`src/rtl/console_pkg.sv`:
```
// Shared constants and types for the memory-mapped console transmitter.
package console_pkg;

    // Default data addresses of the console byte port and its status word
    localparam logic [31:0] CONSOLE_ADDR        = 32'h0000_FFFC;
    localparam logic [31:0] CONSOLE_STATUS_ADDR = 32'h0000_FFF8;

    // Serial frame shape: 8 data bits, no parity, one stop bit
    localparam int NUM_DATA_BITS = 8;

    typedef enum logic [1:0] {
        IDLE,
        START,
        DATA,
        STOP
    } tx_state_t;

    // Status word layout
    localparam int STAT_BUSY_BIT     = 0;
    localparam int STAT_FULL_BIT     = 1;
    localparam int STAT_EMPTY_BIT    = 2;
    localparam int STAT_OVERFLOW_BIT = 3;
    localparam int STAT_COUNT_LSB    = 8;
    localparam int STAT_COUNT_MSB    = 15;

endpackage

```
`src/rtl/sync_fifo.sv`:
```
// Small synchronous FIFO with a registered occupancy count.
// The head entry is presented on rdata whenever the FIFO is not empty.
// A push is accepted while full only if a pop happens in the same cycle.
module sync_fifo #(
    parameter int WIDTH = 8,
    parameter int DEPTH = 8,
    localparam int PW   = $clog2(DEPTH),
    localparam int CW   = $clog2(DEPTH) + 1
) (
    input  logic             clk,
    input  logic             reset,
    input  logic             push,
    input  logic             pop,
    input  logic [WIDTH-1:0] wdata,
    output logic [WIDTH-1:0] rdata,
    output logic             full,
    output logic             empty,
    output logic [CW-1:0]    count
);

    logic [WIDTH-1:0] mem_q [DEPTH];
    logic [PW-1:0]    wr_ptr_q;
    logic [PW-1:0]    rd_ptr_q;
    logic [CW-1:0]    count_q;
    logic [CW-1:0]    count_d;
    logic             do_push;
    logic             do_pop;

    assign empty = (count_q == '0);
    assign full  = (count_q == CW'(DEPTH));
    assign count = count_q;
    assign rdata = mem_q[rd_ptr_q];

    // Qualify requests and work out the next occupancy
    always_comb begin
        do_pop  = pop && !empty;
        do_push = push && (!full || do_pop);
        count_d = count_q;
        if (do_push && !do_pop) begin
            count_d = count_q + 1'b1;
        end else if (do_pop && !do_push) begin
            count_d = count_q - 1'b1;
        end
    end

    // Pointers wrap naturally because DEPTH is a power of two
    always_ff @(posedge clk) begin
        if (reset) begin
            wr_ptr_q <= '0;
            rd_ptr_q <= '0;
            count_q  <= '0;
        end else begin
            if (do_push) wr_ptr_q <= wr_ptr_q + 1'b1;
            if (do_pop)  rd_ptr_q <= rd_ptr_q + 1'b1;
            count_q <= count_d;
        end
    end

    // Storage array; no reset needed since occupancy gates every read
    always_ff @(posedge clk) begin
        if (do_push) begin
            mem_q[wr_ptr_q] <= wdata;
        end
    end

endmodule

```
`src/rtl/console_uart_tx.sv`:
```
// Console transmitter on the core's data-memory write port.
// Byte stores to ADDR are queued and sent as 8N1 frames, LSB first.
// Stores to STATUS_ADDR clear the sticky overflow flag.
//
// state | meaning
// IDLE  | line high, waiting for a queued byte
// START | driving the start bit (low)
// DATA  | driving data bit bit_idx_q from shift_q[0]
// STOP  | driving the stop bit (high); pops the next byte on expiry
module console_uart_tx
    import console_pkg::*;
#(
    parameter logic [31:0] ADDR         = CONSOLE_ADDR,
    parameter logic [31:0] STATUS_ADDR  = CONSOLE_STATUS_ADDR,
    parameter int          CLKS_PER_BIT = 16,
    parameter int          FIFO_DEPTH   = 8
) (
    input  logic        clk,
    input  logic        reset,
    input  logic        memwrite,
    input  logic [31:0] dataadr,
    input  logic [31:0] writedata,
    output logic        tx,
    output logic        busy,
    output logic        overflow,
    output logic [31:0] status_rdata
);

    localparam int                BAUD_W    = $clog2(CLKS_PER_BIT);
    localparam int                CNT_W     = $clog2(FIFO_DEPTH) + 1;
    localparam logic [BAUD_W-1:0] BAUD_LOAD = BAUD_W'(CLKS_PER_BIT - 1);
    localparam logic [2:0]        LAST_BIT  = 3'(NUM_DATA_BITS - 1);

    tx_state_t         state_q;
    logic [BAUD_W-1:0] baud_q;
    logic [7:0]        shift_q;
    logic [2:0]        bit_idx_q;
    logic              tx_q;
    logic              busy_q;
    logic              overflow_q;
    logic              overflow_d;

    logic              push_req;
    logic              clr_req;
    logic              baud_done;
    logic              fifo_pop;
    logic              fifo_full;
    logic              fifo_empty;
    logic [7:0]        fifo_rdata;
    logic [CNT_W-1:0]  fifo_count;

    // Only the low byte of a store is transmitted
    logic unused_wdata_hi;
    assign unused_wdata_hi = ^writedata[31:8];

    // Address decode and pop decision; the FSM only looks at registered occupancy
    always_comb begin
        push_req  = memwrite && (dataadr == ADDR);
        clr_req   = memwrite && (dataadr == STATUS_ADDR);
        baud_done = (baud_q == '0);
        fifo_pop  = ((state_q == IDLE) || ((state_q == STOP) && baud_done)) && !fifo_empty;
    end

    sync_fifo #(
        .WIDTH (8),
        .DEPTH (FIFO_DEPTH)
    ) u_fifo (
        .clk   (clk),
        .reset (reset),
        .push  (push_req),
        .pop   (fifo_pop),
        .wdata (writedata[7:0]),
        .rdata (fifo_rdata),
        .full  (fifo_full),
        .empty (fifo_empty),
        .count (fifo_count)
    );

    // Transmit FSM with baud down-counter, shift register and registered line
    always_ff @(posedge clk) begin
        if (reset) begin
            state_q   <= IDLE;
            baud_q    <= '0;
            shift_q   <= '0;
            bit_idx_q <= '0;
            tx_q      <= 1'b1;
            busy_q    <= 1'b0;
        end else begin
            case (state_q)
                IDLE: begin
                    if (fifo_pop) begin
                        state_q <= START;
                        shift_q <= fifo_rdata;
                        baud_q  <= BAUD_LOAD;
                        tx_q    <= 1'b0;
                        busy_q  <= 1'b1;
                    end
                end
                START: begin
                    if (baud_done) begin
                        state_q   <= DATA;
                        bit_idx_q <= '0;
                        baud_q    <= BAUD_LOAD;
                        tx_q      <= shift_q[0];
                    end else begin
                        baud_q <= baud_q - 1'b1;
                    end
                end
                DATA: begin
                    if (baud_done) begin
                        baud_q <= BAUD_LOAD;
                        if (bit_idx_q == LAST_BIT) begin
                            state_q <= STOP;
                            tx_q    <= 1'b1;
                        end else begin
                            shift_q   <= {1'b0, shift_q[7:1]};
                            bit_idx_q <= bit_idx_q + 1'b1;
                            tx_q      <= shift_q[1];
                        end
                    end else begin
                        baud_q <= baud_q - 1'b1;
                    end
                end
                STOP: begin
                    if (fifo_pop) begin
                        // Next frame starts right after the stop bit, no idle gap
                        state_q <= START;
                        shift_q <= fifo_rdata;
                        baud_q  <= BAUD_LOAD;
                        tx_q    <= 1'b0;
                    end else if (baud_done) begin
                        state_q <= IDLE;
                        busy_q  <= 1'b0;
                    end else begin
                        baud_q <= baud_q - 1'b1;
                    end
                end
                default: begin
                    state_q <= IDLE;
                    tx_q    <= 1'b1;
                    busy_q  <= 1'b0;
                end
            endcase
        end
    end

    // Sticky overflow: set on a dropped byte, a status store clears it and wins
    always_comb begin
        overflow_d = overflow_q;
        if (push_req && fifo_full && !fifo_pop) overflow_d = 1'b1;
        if (clr_req) overflow_d = 1'b0;
    end

    // Overflow flag register
    always_ff @(posedge clk) begin
        if (reset) begin
            overflow_q <= 1'b0;
        end else begin
            overflow_q <= overflow_d;
        end
    end

    // Status word built from registered state
    always_comb begin
        status_rdata                                  = '0;
        status_rdata[STAT_BUSY_BIT]                   = busy_q;
        status_rdata[STAT_FULL_BIT]                   = fifo_full;
        status_rdata[STAT_EMPTY_BIT]                  = fifo_empty;
        status_rdata[STAT_OVERFLOW_BIT]               = overflow_q;
        status_rdata[STAT_COUNT_MSB:STAT_COUNT_LSB]   = 8'(fifo_count);
    end

    assign tx       = tx_q;
    assign busy     = busy_q;
    assign overflow = overflow_q;

endmodule

```
`config.mk`:
```
export PLATFORM = sky130hd
export DESIGN_NAME = console_uart_tx
export DESIGN_NICKNAME = d
export VERILOG_FILES = /design/src/rtl/console_pkg.sv /design/src/rtl/sync_fifo.sv /design/src/rtl/console_uart_tx.sv
export SDC_FILE = /design/constraint.sdc
export NUM_CORES = 1
export LEC_CHECK = 0
export CAP_MARGIN = 20
export CORE_MARGIN = 2
export CORE_UTILIZATION = 50
export DETAILED_ROUTE_END_ITERATION = 12
export DONT_BUFFER_PORTS = 1
export MAX_ROUTING_LAYER = met4
export PLACE_DENSITY_LB_ADDON = 0.2
export RECOVER_POWER = 25
export SLEW_MARGIN = 25
export SYNTH_ARGS = -nofsm -noshare
export SYNTH_HDL_FRONTEND = slang
export SYNTH_HIERARCHICAL = 1
export SYNTH_SLANG_ARGS = --single-unit
export TNS_END_PERCENT = 20
```
`constraint.sdc`:
```
create_clock -name clk -period 4.32 [get_ports clk]
set_input_delay 0.216 -clock clk [delete_from_list [all_inputs] [get_ports clk]]
set_output_delay 0.216 -clock clk [all_outputs]
set_load 0.01 [all_outputs]
```
==> run summary, run 1 <==
post-synthesis async set-or-reset flop share - 0
RSZ-0062 raised after global routing - no
Power per Cell Area - 401 nW/um^2
GR Overflow Total - 0
CP Max Fanout - 12
maximum vdd drop - 0.000224 V
Core Area - 9150 um^2
vias per cell - 5.60
global-route usage over all layers - 0.178
Via Count - 2689
CTS Sinks - 97
n_diodes - 0
Slew HR - 0.387
initial core utilization - 0.509
row count - 35
critical setup path kind - reg -> reg
final antenna-violating net count - 0
area of the mapped netlist - 4660 um^2
Slowest-stage cell, CP - dfxtp_1
cell mode on critical path - ha_1
Syn Area/Cell - 13.1 um^2
share of cells above drive strength 1 - 0.165
die area - 10100 um^2
Synth Flop Type - edfxtp_1
Layout area overhead - 5.43%
final period utilization - 0.786
final core occ - 0.536
M1 WL - 3740 um
largest net degree at the start of global routing - 28
htree depth - 3
Leak - 0.00167 uW
Met2 Wirelength - 4170 um
Seq cells post-synth - 97
I/O Pins - 102
hold buffers post-CTS - 10
Critical Path Max Stage Delay - 0.38 ns
CTS Buffer Depth - 2
DRC Markers - 0
Worst-Margin Slew - 0.916 ns
Worst-Skew Late Latency - 0.36 ns
highest routed layer - met4
highest clock rate - 295 MHz
CP startpoint kind - flop
final hold viol count - 0
drt first pass iters - 4
synth warn - 6
gpl congestion - 0.729
maxcap violations - 0
Fin Setup TNS - 0 ns
initial antenna violation count - 0
Crit. End Element - flop
Final min period - 3.39 ns
CTS tree - yes
DP Area - 4610 um^2
DR WL/cell - 17.3 um
hold crit path type - in -> reg
total routed wirelength - 8300 um
routed length on met3 - 272 um
Distinct cells, synth - 59
CTS buffer count - 9
fin area - 4910 um^2
Die X - 101 um
NumNets Final - 446
DP Cell Count - 454
worst endpoint required time - 4.58 ns
crit-path cells - ha_1, and4bb_1, o21ai_4, inv_1, o21ai_4, inv_2, ha_1, inv_1, ha_1, a21oi_1, a211oi_1, a31oi_1, mux2_2
postcts setup bufs - 0
CTS resizes - 0
port bufs - 0
first-pass GRT wire length - 13100 um
Fin Clk Skew - 0.0110 ns
Detail Placement HPWL - 5440 um
Cells after Synth - 356
crit path DAT - 3.66 ns
clock root buffer - clkbuf_8
Layout fillers - 763
number of global-route vias before repair - 2568
Clock Pin Slew Worst Setup and Hold Paths - 0.10 ns
Tot Pwr - 1970 uW
Post-synth EDFFs - 64
die height - 101 um
final setup fails - 0
Finished Layout Cells - 480
Slew Limit Fails - 0
DRT iter0 DRCs - 142
sequential area share after synthesis - 0.555
status - completed
sequential cells by signal, indices dropped and copies added, names as in the netlist, named ones only:
signal,count
u_fifo/mem_q,64
shift_q,8
baud_q,4
u_fifo/count,4
bit_idx_q,3
u_fifo/rd_ptr_q,3
u_fifo/wr_ptr_q,3
state_q,2
busy,1
overflow,1
tx,1
layer usage:
layer  global-route usage  vias up
li1                     -     1300
met1                0.225     1328
met2                0.289       53
met3               0.0257        8
met4               0.0759        0
met5                    -        -
power breakdown:
part / internal [uW] / switching (uW)
clock network: 277 / 324
registers: 1020 / 27.2
logic: 119 / 200
total: 1420 / 551
path summary, 6_finish.rpt:
path / startpoint / slack, ns / to / cells after the start
max: state_q[0] / 0.93 / u_fifo/count[3] / 13
min: reset / 0.03 / tx / 2
max reg2reg: state_q[0] / 0.93 / u_fifo/count[3] / 13
min reg2reg: bit_idx_q[2] / 0.46 / bit_idx_q[2] / 2
critical path: cells and delay by family, from the launching register on:
family | cells | cell delay [ns]
AO/OA/AOI/OAI | 5 | 1.09
AND/OR/NAND/NOR | 1 | 0.29
flip-flops | 1 | 0.38
adder cells (fa/ha/maj) | 3 | 0.79
buffers and inverters | 3 | 0.40
multiplexers | 1 | 0.35
per-stage QoR:
step / hold slack [ns] / setup WS, ns
2_1_floorplan: 0.315 / 1.08
3_3_place_gp: 0.289 / 1.00
3_5_place_dp: 0.287 / 0.949
4_1_cts: 0.0104 / 0.951
5_1_grt: 0.0458 / 0.727
6_report: 0.0274 / 0.926
layout make-up:
type	count	area, um^2	area share
clock buffers	10	128	0.0260
clock inverters	6	76.3	0.0155
inverters	20	75.1	0.0153
multi-input cells	220	1770	0.360
flip-flops and latches	97	2580	0.526
well taps	111	139	0.0283
repair buffers	16	140	0.0285
cells in the final DEF, fill, tap and decap left out, types with 2 or more instances in the layout:
| cell | n |
|---|---|
| a211oi_1 | 17 |
| a21oi_1 | 23 |
| buf_4 | 6 |
| clkbuf_8 | 9 |
| clkinvlp_4 | 2 |
| conb_1 | 24 |
| dfxtp_1 | 32 |
| dlygate4sd3_1 | 9 |
| edfxtp_1 | 64 |
| ha_1 | 14 |
| inv_1 | 19 |
| inv_8 | 2 |
| mux2_2 | 10 |
| mux2i_1 | 3 |
| mux4_2 | 16 |
| nand2_1 | 7 |
| nand2b_1 | 3 |
| nand3_1 | 2 |
| nand4_1 | 2 |
| nand4b_1 | 3 |
| nor2_1 | 34 |
| nor3_1 | 6 |
| nor3b_1 | 4 |
| nor4_1 | 7 |
| o21a_1 | 2 |
| o21ai_0 | 6 |
| o21ai_4 | 2 |
| o31ai_1 | 3 |
| xnor2_1 | 3 |
| xor2_1 | 3 |
cells in the mapped netlist (3+ instances only):
master	instances	share of area
a211oi_1	17	0.027
a21oi_1	23	0.025
buf_4	28	0.045
buf_6	5	0.012
clkbuf_1	3	0.0024
dfxtp_1	33	0.14
edfxtp_1	64	0.41
ha_1	14	0.038
inv_1	19	0.015
mux2_2	10	0.024
mux2i_1	3	0.0064
mux4_2	16	0.077
nand2_1	7	0.0056
nand2b_1	3	0.0040
nand4b_1	3	0.0056
nor2_1	34	0.027
nor3_1	6	0.0064
nor3b_1	4	0.0064
nor4_1	7	0.0094
o21ai_0	6	0.0064
o31ai_1	3	0.0048
xnor2_1	3	0.0056
xor2_1	3	0.0056
kinds of logic after synthesis:
group,share of synthesized area
and+or+nand+nor,0.0922
other,0.000805
DFF,0.555
muxes,0.108
adders and majority gates,0.0419
xor gates and xnor gates,0.0113
buffers and inverters,0.0844
AOI/OAI and AO/OA,0.107
No activity file was read; power rests on OpenSTA's default activity.
==> run 2: changes to the inputs <==
clock period = 3.1 ns   (was 4.32 ns; I/O delays follow)
==> run 2 against run 1 <==
Wire length shrank 0.39%. Combinational power grew 45%. Register-to-register slack lost 0.71 ns. Sequential cell count is the same. Hold slack lost 0.00062 ns. Cell area grew 2.7%. Worst setup slack lost 0.71 ns. Fmax grew 18%. Clock-buffer cell count shrank 1. Sequential power grew 40%. Power grew 40%.
==> run summary, run 2 (synthesis gave the netlist of run 1 again) <==
status - completed (unchanged)
largest net degree at the start of global routing - 31 (was 28)
switching part of the total - 0.283 (was 0.280)
share of total power in the clock network - 0.302 (was 0.305)
WHS - 0.0267 ns (was 0.0274 ns)
crit path to - u_fifo/count[3] (unchanged)
I/O Pins - 102 (unchanged)
maxcap violations - 0 (unchanged)
CTS Buffer Depth - 2 (unchanged)
die area - 10100 um^2 (unchanged)
CTS Sinks - 97 (unchanged)
Layout fillers - 748 (was 763)
final hold viol count - 0 (unchanged)
initial antenna violation count - 0 (unchanged)
Detail Placement HPWL - 5580 um (was 5440 um)
Crit. End Element - flop (unchanged)
reg-to-reg endpoint - u_fifo/count[3] (unchanged)
GR Overflow Total - 0 (unchanged)
DR WL/cell - 16.7 um (was 17.3 um)
Slew HR - 0.476 (was 0.387)
highest clock rate - 346 MHz (was 295 MHz)
Die X - 101 um (unchanged)
Fin Clk Skew - 0.00921 ns (was 0.0110 ns)
Fin Setup TNS - 0 ns (unchanged)
Via Count - 2713 (was 2689)
Final min period - 2.89 ns (was 3.39 ns)
worst endpoint required time - 3.35 ns (was 4.58 ns)
most flop-heavy register - u_fifo/mem_q (unchanged)
DP Cell Count - 467 (was 454)
worst reg2reg path depth - 14 (was 13)
number of global-route vias before repair - 2655 (was 2568)
hold crit path type - in -> reg (unchanged)
Finished Layout Cells - 495 (was 480)
Leak - 0.00175 uW (was 0.00167 uW)
htree depth - 3 (unchanged)
row count - 35 (unchanged)
initial core utilization - 0.509 (unchanged)
Core Area - 9150 um^2 (unchanged)
die height - 101 um (unchanged)
RSZ-0062 raised after global routing - no (unchanged)
Worst-Margin Slew - 0.785 ns (was 0.916 ns)
DRT iter0 DRCs - 64 (was 142)
port bufs - 0 (unchanged)
vias per cell - 5.48 (was 5.60)
Clock Pin Slew Worst Setup and Hold Paths - 0.10 ns (about the same)
total routed wirelength - 8270 um (was 8300 um)
CTS buffer count - 9 (unchanged)
Layout area overhead - 8.30% (was 5.43%)
share of cells above drive strength 1 - 0.208 (was 0.165)
final period utilization - 0.931 (was 0.786)
Worst-Skew Late Latency - 0.35 ns (was 0.36 ns)
CP startpoint kind - flop (unchanged)
drt first pass iters - 4 (unchanged)
Power per Cell Area - 548 nW/um^2 (was 401 nW/um^2)
Psw - 781 uW (was 551 uW)
maximum vdd drop - 0.000300 V (was 0.000224 V)
Sequential Power Share - 0.531 (was 0.533)
global-route usage over all layers - 0.180 (was 0.178)
Gate power share - 0.167 (was 0.162)
Slew Limit Fails - 0 (unchanged)
final setup fails - 0 (unchanged)
DRC Markers - 0 (unchanged)
CP Max Fanout - 5 (was 12)
Critical Path Source - baud_q[0] (was state_q[0])
gpl congestion - 0.785 (was 0.729)
first-pass GRT wire length - 13400 um (was 13100 um)
most frequent cells in the layout - 64 x edfxtp_1, 34 x nor2_1, 33 x dfxtp_1 (was 64 x edfxtp_1, 34 x nor2_1, 32 x dfxtp_1)
largest registers - u_fifo/mem_q (64), shift_q (8) (unchanged)
leading cell type in the layout, fill and taps excluded - edfxtp_1 (unchanged)
Pint - 1980 uW (was 1420 uW)
flop2flop setup slack - 0.21 ns (was 0.93 ns)
clock root buffer - clkbuf_8 (unchanged)
critical setup path kind - reg -> reg (unchanged)
final antenna-violating net count - 0 (unchanged)
Reg-to-Reg Start - baud_q[0] (was state_q[0])
NumNets Final - 461 (was 446)
final core occ - 0.551 (was 0.536)
n_diodes - 0 (unchanged)
CTS tree - yes (unchanged)
crit path DAT - 3.14 ns (was 3.66 ns)
number of flip-flops in the largest register - 64 (unchanged)
run 2: worst min path at each step:
stage                 start                 end  slack [ns]  cells after the start
3_3_place_gp          reset        bit_idx_q[1]        0.23                      1
4_1_cts               reset     u_fifo/count[3]        0.01                      2
2_1_floorplan  writedata[0]  u_fifo/mem_q[0][0]        0.25                      0
5_1_grt               reset     u_fifo/count[3]        0.04                      2
6_report              reset     u_fifo/count[3]        0.03                      2
3_5_place_dp          reset           baud_q[3]        0.23                      1
run 2: stage by stage:
stage	total power (uW)	worst slack, ns	cell area (um^2)
after floorplan	1890	0.0461	4750
after global routing	2910	0.0401	5040
final	2760	0.213	5040
after detailed placement	1930	0.105	4710
after CTS	2790	0.0816	5020
after global placement	1920	0.148	4710
run 2: timing repair:
action,4_1_cts,5_1_grt
endpoints found under the hold margin,95,0
resized for setup,0,3
setup buffers,0,2
endpoints found under the setup margin,0,1
hold buffers,10,0
run 2: metal layers:
layer	part of all wire	global-route usage	up-vias
li1	-	-	1327
met5	0	-	-
met1	0.46	0.230	1330
met3	0.026	0.0284	7
met4	0.010	0.0664	0
met2	0.50	0.293	49
run 2: area by class of cell:
cell class,count,area [um^2],share of cell area
repair buffers,31,268,0.0531
clock inverters,7,77.6,0.0154
flip-flops and latches,97,2580,0.512
inverters,20,75.1,0.0149
well taps,111,139,0.0275
clock buffers,9,124,0.0246
multi-input cells,220,1780,0.353
run 2: power by group through the flow:
| stage | sequential (uW) | combinational (uW) | clock, uW |
|---|---|---|---|
| after floorplan | 1490 | 400 | 0 |
| after global placement | 1490 | 428 | 0 |
| after detailed placement | 1500 | 429 | 0 |
| after CTS | 1470 | 459 | 862 |
| after global routing | 1470 | 520 | 916 |
| final | 1470 | 462 | 835 |
run 2: critical path: stages (launching register included):
cell      delay, ns
dfxtp_1        0.36
inv_1          0.06
ha_1           0.24
and4bb_2       0.27
o21ai_4        0.13
inv_1          0.12
o21ai_4        0.18
inv_2          0.08
ha_1           0.20
inv_2          0.09
ha_1           0.27
a21oi_2        0.16
a211oi_1       0.08
a31oi_1        0.19
mux2_2         0.35
